### src/rtl/seq_mult_32b_pkg.sv
// Shared ALU definitions: multiplier FSM state encoding and iteration count.
package seq_mult_32b_pkg;

  typedef enum logic [1:0] {
    IDLE = 2'd0,
    CALC = 2'd1,
    DONE = 2'd2
  } state_t;

  localparam int ITER_COUNT = 32;

endpackage

### src/rtl/adder_32b.sv
// Unsigned adder producing a WIDTH-bit sum plus carry-out; the shift-add datapath of seq_mult_32b.
module adder_32b
  import seq_mult_32b_pkg::*;
#(
  parameter int WIDTH = ITER_COUNT
) (
  input  logic [WIDTH-1:0] a,
  input  logic [WIDTH-1:0] b,
  output logic [WIDTH-1:0] sum,
  output logic             carry
);

  assign {carry, sum} = {1'b0, a} + {1'b0, b};

endmodule

### src/rtl/seq_mult_32b.sv
// Sequential shift-add unsigned multiplier: one partial product per clock, WIDTH iterations.
module seq_mult_32b
  import seq_mult_32b_pkg::*;
#(
  parameter int WIDTH = ITER_COUNT
) (
  input  logic               clk,
  input  logic               reset,
  input  logic               start,
  input  logic [WIDTH-1:0]   i0,
  input  logic [WIDTH-1:0]   i1,
  output logic [2*WIDTH-1:0] product,
  output logic               busy,
  output logic               done
);

  localparam int CNT_W = $clog2(WIDTH) + 1;
  localparam logic [CNT_W-1:0] LAST_ITER = CNT_W'(WIDTH - 1);

  state_t               state_reg, state_next;
  logic [2*WIDTH-1:0]   product_reg, product_next;
  logic [WIDTH-1:0]     mcand_reg, mcand_next;
  logic [CNT_W-1:0]     count_reg, count_next;

  logic [WIDTH-1:0]     addend;
  logic [WIDTH-1:0]     sum;
  logic                 carry;

  // The multiplier lives in the low half of product and is consumed as it shifts out.
  assign addend = product_reg[0] ? mcand_reg : '0;

  adder_32b #(
    .WIDTH(WIDTH)
  ) u_adder (
    .a     (product_reg[2*WIDTH-1:WIDTH]),
    .b     (addend),
    .sum   (sum),
    .carry (carry)
  );

  always_ff @(posedge clk or posedge reset) begin
    if (reset) begin
      state_reg   <= IDLE;
      product_reg <= '0;
      mcand_reg   <= '0;
      count_reg   <= '0;
    end else begin
      state_reg   <= state_next;
      product_reg <= product_next;
      mcand_reg   <= mcand_next;
      count_reg   <= count_next;
    end
  end

  always_comb begin
    state_next   = state_reg;
    product_next = product_reg;
    mcand_next   = mcand_reg;
    count_next   = count_reg;
    case (state_reg)
      IDLE: begin
        if (start) begin
          mcand_next   = i0;
          product_next = {{WIDTH{1'b0}}, i1};
          count_next   = '0;
          state_next   = CALC;
        end
      end
      CALC: begin
        product_next = {carry, sum, product_reg[WIDTH-1:1]};
        count_next   = count_reg + CNT_W'(1);
        if (count_reg == LAST_ITER) begin
          state_next = DONE;
        end
      end
      DONE: begin
        state_next = IDLE;
      end
      default: begin
        state_next = IDLE;
      end
    endcase
  end

  assign product = product_reg;
  assign busy    = (state_reg == CALC);
  assign done    = (state_reg == DONE);

endmodule

### config.mk
export PLATFORM = sky130hd
export DESIGN_NAME = seq_mult_32b
export DESIGN_NICKNAME = d
export VERILOG_FILES = /design/src/rtl/seq_mult_32b_pkg.sv /design/src/rtl/adder_32b.sv /design/src/rtl/seq_mult_32b.sv
export SDC_FILE = /design/constraint.sdc
export NUM_CORES = 1
export LEC_CHECK = 0
export CAP_MARGIN = 20
export CORE_ASPECT_RATIO = 1.25
export CORE_MARGIN = 10
export CORE_UTILIZATION = 52
export DETAILED_ROUTE_END_ITERATION = 10
export HOLD_SLACK_MARGIN = 0.15
export PLACE_DENSITY = 0.84
export SYNTH_ARGS = -nofsm -noshare
export SYNTH_HDL_FRONTEND = slang
export SYNTH_SLANG_ARGS = --single-unit
### constraint.sdc
create_clock -name clk -period 4.8 [get_ports clk]
set_clock_uncertainty 0.15 [all_clocks]
set_input_delay 0.96 -clock clk [delete_from_list [all_inputs] [get_ports clk]]
set_output_delay 0.96 -clock clk [all_outputs]
set_load 0.05 [all_outputs]
==> out/results.ini, run 1 <==
[global_route]
grt_first_pass_wirelength_mm = 28.92
grt.total_usage_pct = 20.72
grt_max_degree = 68
grt_overflow_total = 0
antenna_found_initial = 0
grt_pass1_vias = 5830

[timing]
slew_headroom_pct = 31.10
period_needed_ns = 3.674
tightest_slew_ns = 1.031
min_period_over_period_pct = 76.55
setup_viol = 0
max_freq_mhz = 272.2
hold_viol_final = 0
setup_tns_ns = 0
rsz0062_at_grt = no
slew_viol_final = 0

[run]
drv_cap = 0

[layout]
fin_cells = 939
area_delta_synth_final_pct = 27.51
fillers = 921
num_antenna_cells = 0
largest_reg_flops = 64
multiInputGateArea_um2 = 3391
register_area_um2 = 2603
final_nets = 875
drive_above_1_share_pct = 9.254

[clocking]
cts_buffer_depth = 2
holdBufCountCts = 0
cts_setup_buffers = 0
cts_buffers = 9
cts_sinks = 104
cts-root-buf = clkbuf_16
clk_latency_ns = 0.36
htree_levels = 3
ctsResizeCount = 0
cts_tree = built
clkTransAtPathRegs_ns = 0.07

[worst_setup_path]
cp_cell_sequence = and2_1 > ha_1 > inv_1 > fa_1 > nor2b_1 > o2111ai_1 > a21boi_2 > o21ai_0 > a21oi_1 > nor3_1 > or3b_2
endpoint_kind = flop
max_stage_delay_ns = 0.95
cp_max_fo = 34
critPathLaunchType = flop
worstSetupPathType = flop to flop
critical_path.slowest_cell = dfrtp_1
crit_arrival_ns = 3.76
crit_required_ns = 4.88

[synthesis]
synthCells = 665
yosysSeqAreaShare_pct = 41.93
synth_top_area_share_pct = 41.93
yosys_warnings = 0
synth_area_um2 = 6207
syn_nets = 766
synth_area_leaders = dfrtp_1 (42%), ha_1 (6.7%), o21ai_0 (6.5%)
synth-edff-count = 0
ys_async_sr_fraction_pct = 100.0
synth_seq_cells = 104
synthFlopType = dfrtp_1
yosysUniqueCellTypes = 62
synth.avg_cell_area_um2 = 9.334
yosysTopAreaCell = dfrtp_1

[pwr]
p_comb_share_pct = 61.9
leakagePower_nw = 3.279
internal-power_mw = 3.156
sw_frac_of_total_pct = 49.71
irDropWorstVdd_uv = 631.6
p_seq_share_pct = 26.9
pwr-share-clk_pct = 11.2
finalPower_mw = 6.275
net-switching-power_mw = 3.119
power_density_nw_per_um2 = 792.8

[placed_design]
port_buffers = 132
detailed_place_hpwl_mm = 13.17
dpl.cell_count = 924
gp_congestion = 0.9381

[floorplanning]
die_w_um = 117.7
die-area_um2 = 16730
coreArea_um2 = 11670
die_y_um = 142.2
initial_core_util_pct = 53.18
row_count = 44
num_io_pins = 133

[route]
first_iter_violations = 578
drc = 0
vias = 5655
post_drt_wl_per_cell_um = 18.77
via_per_inst = 6.022
wl_mm = 17.62
ant_nets = 0
dr.pass1.iters = 5

[status]
status = complete, no violations

[worst_hold_path]
hp-class = flop to flop

metrics by stage:
stage                     instance area [um^2]  worst slack [ns]  utilization [%]  hold slack, ns
after floorplan                           6207            0.9578                -          0.3052
after global placement                    7636             1.217            65.43          0.3188
after global routing                      7915            0.8180            67.82          0.3590
after CTS                                 7915             1.118            67.82          0.3516
after detailed placement                  7636             1.112            65.43          0.3378
final                                     7915             1.126            67.82          0.3500
critical path, delay by kind of cell, from the launching register on:
kind / cells / cell delay (ns)
buffers and inverters: 1 / 0.06
adders and majority gates: 2 / 0.56
and+or+nand+nor: 4 / 0.97
AOI/OAI and AO/OA: 4 / 0.85
DFF: 1 / 0.95
synthesized netlist by cell type (all sizes together) (3+ instances only):
library cell,n
mux2,32
nand4,11
a32o,8
nand2b,5
inv,14
and2,31
o21ai,81
or4,3
o21bai,6
nor2,19
dfrtp,104
nor3,8
nor4,4
nand3,13
xor2,8
xnor2,9
a31oi,5
nand2,83
ha,33
a211oi,4
mux2i,3
o31ai,5
a21oi,37
clkbuf,33
or3,8
nor2b,5
a22oi,32
or3b,3
a21o,13
buf,10
o21a,4
cell families (layout without fill, tap and decap cells):
| family | Yosys count | in the layout | share of synthesized area, % |
|---|---|---|---|
| buffers and inverters | 57 | 170 | 3.709 |
| AND/OR/NAND/NOR | 201 | 201 | 16.05 |
| flip-flops | 104 | 104 | 41.93 |
| adder cells (fa/ha/maj) | 34 | 34 | 6.974 |
| AO/OA/AOI/OAI | 217 | 217 | 22.66 |
| XOR/XNOR | 17 | 17 | 2.399 |
| multiplexers | 35 | 35 | 6.289 |
final timing paths:
check | start | endpoint | slack [ns] | cells after the start
worst max-delay path | product[0] | product[59] | 1.13 | 11
worst min-delay path | count_reg[5] | state_reg[1] | 0.35 | 1
worst max register to register | product[0] | product[59] | 1.13 | 11
worst min register to register | count_reg[5] | state_reg[1] | 0.35 | 1
max in group asynchronous | reset | product[36] | 2.67 | 3
min in group asynchronous | reset | product[1] | 1.00 | 2
layout by cell type (no fill, tap or decap), drive strengths merged, types with 16 or more instances in the layout:
| cell type | instances |
|---|---|
| a21oi | 37 |
| and2 | 31 |
| mux2 | 32 |
| o21ai | 81 |
| clkdlybuf4s50 | 131 |
| nor2 | 19 |
| ha | 33 |
| nand2 | 83 |
| inv | 16 |
| dfrtp | 104 |
| a22oi | 32 |
routing by layer:
metal / global-route usage, % / vias up / routed length (um)
li1: - / 2647 / -
met1: 24.74 / 2718 / 7260
met2: 35.47 / 250 / 8690
met3: 5.042 / 40 / 1246
met4: 7.888 / 0 / 427
met5: 0 / - / 0
power by group through the flow:
stage	Combinational (mW)	Sequential (mW)	Clock, mW
CTS	3.88	1.69	0.713
global placement	3.76	1.68	0
global route	4.19	1.74	0.743
finish	3.88	1.69	0.703
detailed placement	3.85	1.70	0
floorplan	1.89	2.48	0
layout make-up:
cell class | count | area share (%)
clock inverters | 6 | 0.6797
flip-flops and latches | 104 | 32.88
repair buffers | 141 | 17.52
clock buffers | 9 | 2.845
multi-input cells | 504 | 42.84
inverters | 14 | 0.6955
well taps | 161 | 2.545
(Power assumes the default switching activity.)
==> run 2, diff against run 1 <==
CORE_UTILIZATION = 47   (was 52)
PLACE_DENSITY = 0.81   (was 0.84)
clock period = 3 ns   (was 4.8 ns; I/O delays follow)
==> out/results.ini, run 2 (synthesis results as in run 1) <==
[status]
status = finished, violations left  ; was complete, no violations
failed_checks = negative setup slack

[timing]
worst_slack_ns = -0.02752  ; was 1.126 ns
min_period_over_period_pct = 100.9  ; was 76.55%
slew_viol_final = 0  ; unchanged
timing.hold.ws_ns = 0.3485  ; was 0.3500 ns
period_needed_ns = 3.028  ; was 3.674 ns
tightest_slew_ns = 0.6446  ; was 1.031 ns
setup_viol = 1  ; was 0
hold_viol_final = 0  ; unchanged
max_freq_mhz = 330.3  ; was 272.2 MHz
slew_headroom_pct = 56.98  ; was 31.10%
rsz0062_at_grt = yes  ; was no

[global_route]
antenna_found_initial = 0  ; unchanged
grt_first_pass_wirelength_mm = 30.76  ; was 28.92 mm
grt_max_degree = 53  ; was 68
grt_overflow_total = 0  ; unchanged
grtUsageMet3_pct = 4.432  ; was 5.042%
met2_usage_pct = 35.14  ; was 35.47%
grt.total_usage_pct = 20.59  ; was 20.72%
use_met1_pct = 24.52  ; was 24.74%
grt_busiest_layer = met2  ; unchanged
grt_pass1_vias = 6133  ; was 5830

[layout]
largest_reg_flops = 64  ; unchanged
num_antenna_cells = 0  ; unchanged
fillers = 982  ; was 921
layout_common_cells = clkdlybuf4s50_1 (130), dfrtp_1 (103), nand2_1 (80)  ; was clkdlybuf4s50_1 (131), dfrtp_1 (104), nand2_1 (83)
final_nets = 933  ; was 875
area_delta_synth_final_pct = 40.56  ; was 27.51%
drive_above_1_share_pct = 21.62  ; was 9.254%
finish.utilization_pct = 67.98  ; was 67.82%
layout.cells.most_common = clkdlybuf4s50_1  ; unchanged

[worst_setup_path]
r2r_setup_slack_ns = -0.03  ; was 1.13 ns
critical_path.slowest_cell = or4_1  ; was dfrtp_1
endpoint_kind = flop  ; unchanged
cp_cell_sequence = buf_4 > and2_1 > ha_4 > a21o_1 > a21oi_1 > nor2_2 > o31ai_4 > a21oi_2 > or4_1 > a32o_1  ; was and2_1 > ha_1 > inv_1 > fa_1 > nor2b_1 > o2111ai_1 > a21boi_2 > o21ai_0 > a21oi_1 > nor3_1 > or3b_2
crit_required_ns = 3.09  ; was 4.88 ns
cp.buffers_inverters = 1  ; unchanged
max_stage_delay_ns = 0.49  ; was 0.95 ns
cp_top_family = compound AO/OA/AOI/OAI gates  ; was simple AND/OR/NAND/NOR gates
crit_arrival_ns = 3.11  ; was 3.76 ns
cp_max_fo = 5  ; was 34
worstSetupPathType = flop to flop  ; unchanged
critPathLaunchType = flop  ; unchanged

[clocking]
clk_latency_ns = 0.35  ; was 0.36 ns
cts_sinks = 104  ; unchanged
cts-root-buf = clkbuf_16  ; unchanged
cts_tree = built  ; unchanged
cts_buffer_depth = 2  ; unchanged
cts_buffers = 9  ; unchanged
htree_levels = 3  ; unchanged
clkTransAtPathRegs_ns = 0.07  ; about the same

[floorplanning]
initial_core_util_pct = 48.36  ; was 53.18%
die_y_um = 148.5  ; was 142.2 um
row_count = 46  ; was 44
die-area_um2 = 18230  ; was 16730 um^2
coreArea_um2 = 12830  ; was 11670 um^2
die_w_um = 122.8  ; was 117.7 um
num_io_pins = 133  ; unchanged

[pwr]
sw_frac_of_total_pct = 48.68  ; was 49.71%
p_comb_share_pct = 65.7  ; was 61.9%
power_density_nw_per_um2 = 1285  ; was 792.8 nW/um^2
net-switching-power_mw = 5.456  ; was 3.119 mW
internal-power_mw = 5.751  ; was 3.156 mW
irDropWorstVdd_uv = 733.3  ; was 631.6 uV
leakagePower_nw = 3.566  ; was 3.279 nW
finalPower_mw = 11.21  ; was 6.275 mW
p_seq_share_pct = 23.9  ; was 26.9%
pwr-share-clk_pct = 10.4  ; was 11.2%

[route]
first_iter_violations = 556  ; was 578
dr.pass1.iters = 5  ; unchanged
wl_mm = 19.43  ; was 17.62 mm
ant_nets = 0  ; unchanged
drc = 0  ; unchanged
vias = 5946  ; was 5655
post_drt_wl_per_cell_um = 19.33  ; was 18.77 um
via_per_inst = 5.916  ; was 6.022

[placed_design]
gp_congestion = 0.9379  ; was 0.9381
detailed_place_hpwl_mm = 14.07  ; was 13.17 mm
port_buffers = 132  ; unchanged

[worst_hold_path]
hp-class = flop to flop  ; unchanged

[run]
drv_cap = 0  ; unchanged

==> run 2: changes by cell type in the layout (fill, tap and decap cells not counted), sizes merged <==
cell	previous run	this run
clkdlybuf4s50	131	130
inv	16	17
clkinvlp	1	2
buf	10	69
clkinv	3	2
==> run 2: final timing paths <==
path                                from       endpoint  depth (start not counted)
max                           product[0]    product[53]                         10
min                        mcand_reg[15]  mcand_reg[15]                          1
max reg2reg                   product[0]    product[53]                         10
min reg2reg                mcand_reg[15]  mcand_reg[15]                          1
max in group asynchronous          reset    product[53]                          3
min in group asynchronous          reset    product[18]                          2
==> run 2: stage by stage <==
stage | worst slack [ns] | setup TNS (ns) | area (um^2) | cells
global placement | -0.04099 | -0.04099 | 8026 | 976
floorplan | 0.002671 | 0 | 6252 | 665
detailed placement | -0.08859 | -0.2385 | 8026 | 976
CTS | 0.01256 | 0 | 8493 | 1000
finish | -0.02752 | -0.02752 | 8725 | 1005
global route | -0.1017 | -0.4217 | 8725 | 1005
==> run 2: power by group through the flow <==
stage	Sequential, mW	Combinational, mW	Clock, mW
after floorplan	3.97	3.06	0
after global placement	2.67	6.58	0
after detailed placement	2.69	6.75	0
after CTS	2.66	7.03	1.18
after global routing	2.77	7.88	1.25
final	2.68	7.37	1.16
==> run 2: final cells by class <==
type,count,area (um^2),area share (%)
clock inverter,7,62.56,0.7171
tap,168,210.2,2.409
timing repair buffer,199,1859,21.31
sequential,104,2604,29.84
multi-input combinational,504,3707,42.49
inverter,14,56.30,0.6453
clock buffer,9,225.2,2.581
==> run 2: what timing repair did <==
item,4_1_cts,5_1_grt
buffers inserted,9,5
pin swaps,11,10
hold buffers,0,0
endpoints found under the setup margin,6,16
gates resized for setup,27,40
==> run 2: routing by layer <==
layer | part of all wire [%] | wire length, um | vias up
met1 | 41 | 7966 | 2926
met5 | 0 | 0 | -
li1 | - | - | 2769
met3 | 6.8 | 1317 | 36
met2 | 50 | 9627 | 215
met4 | 2.7 | 515 | 0
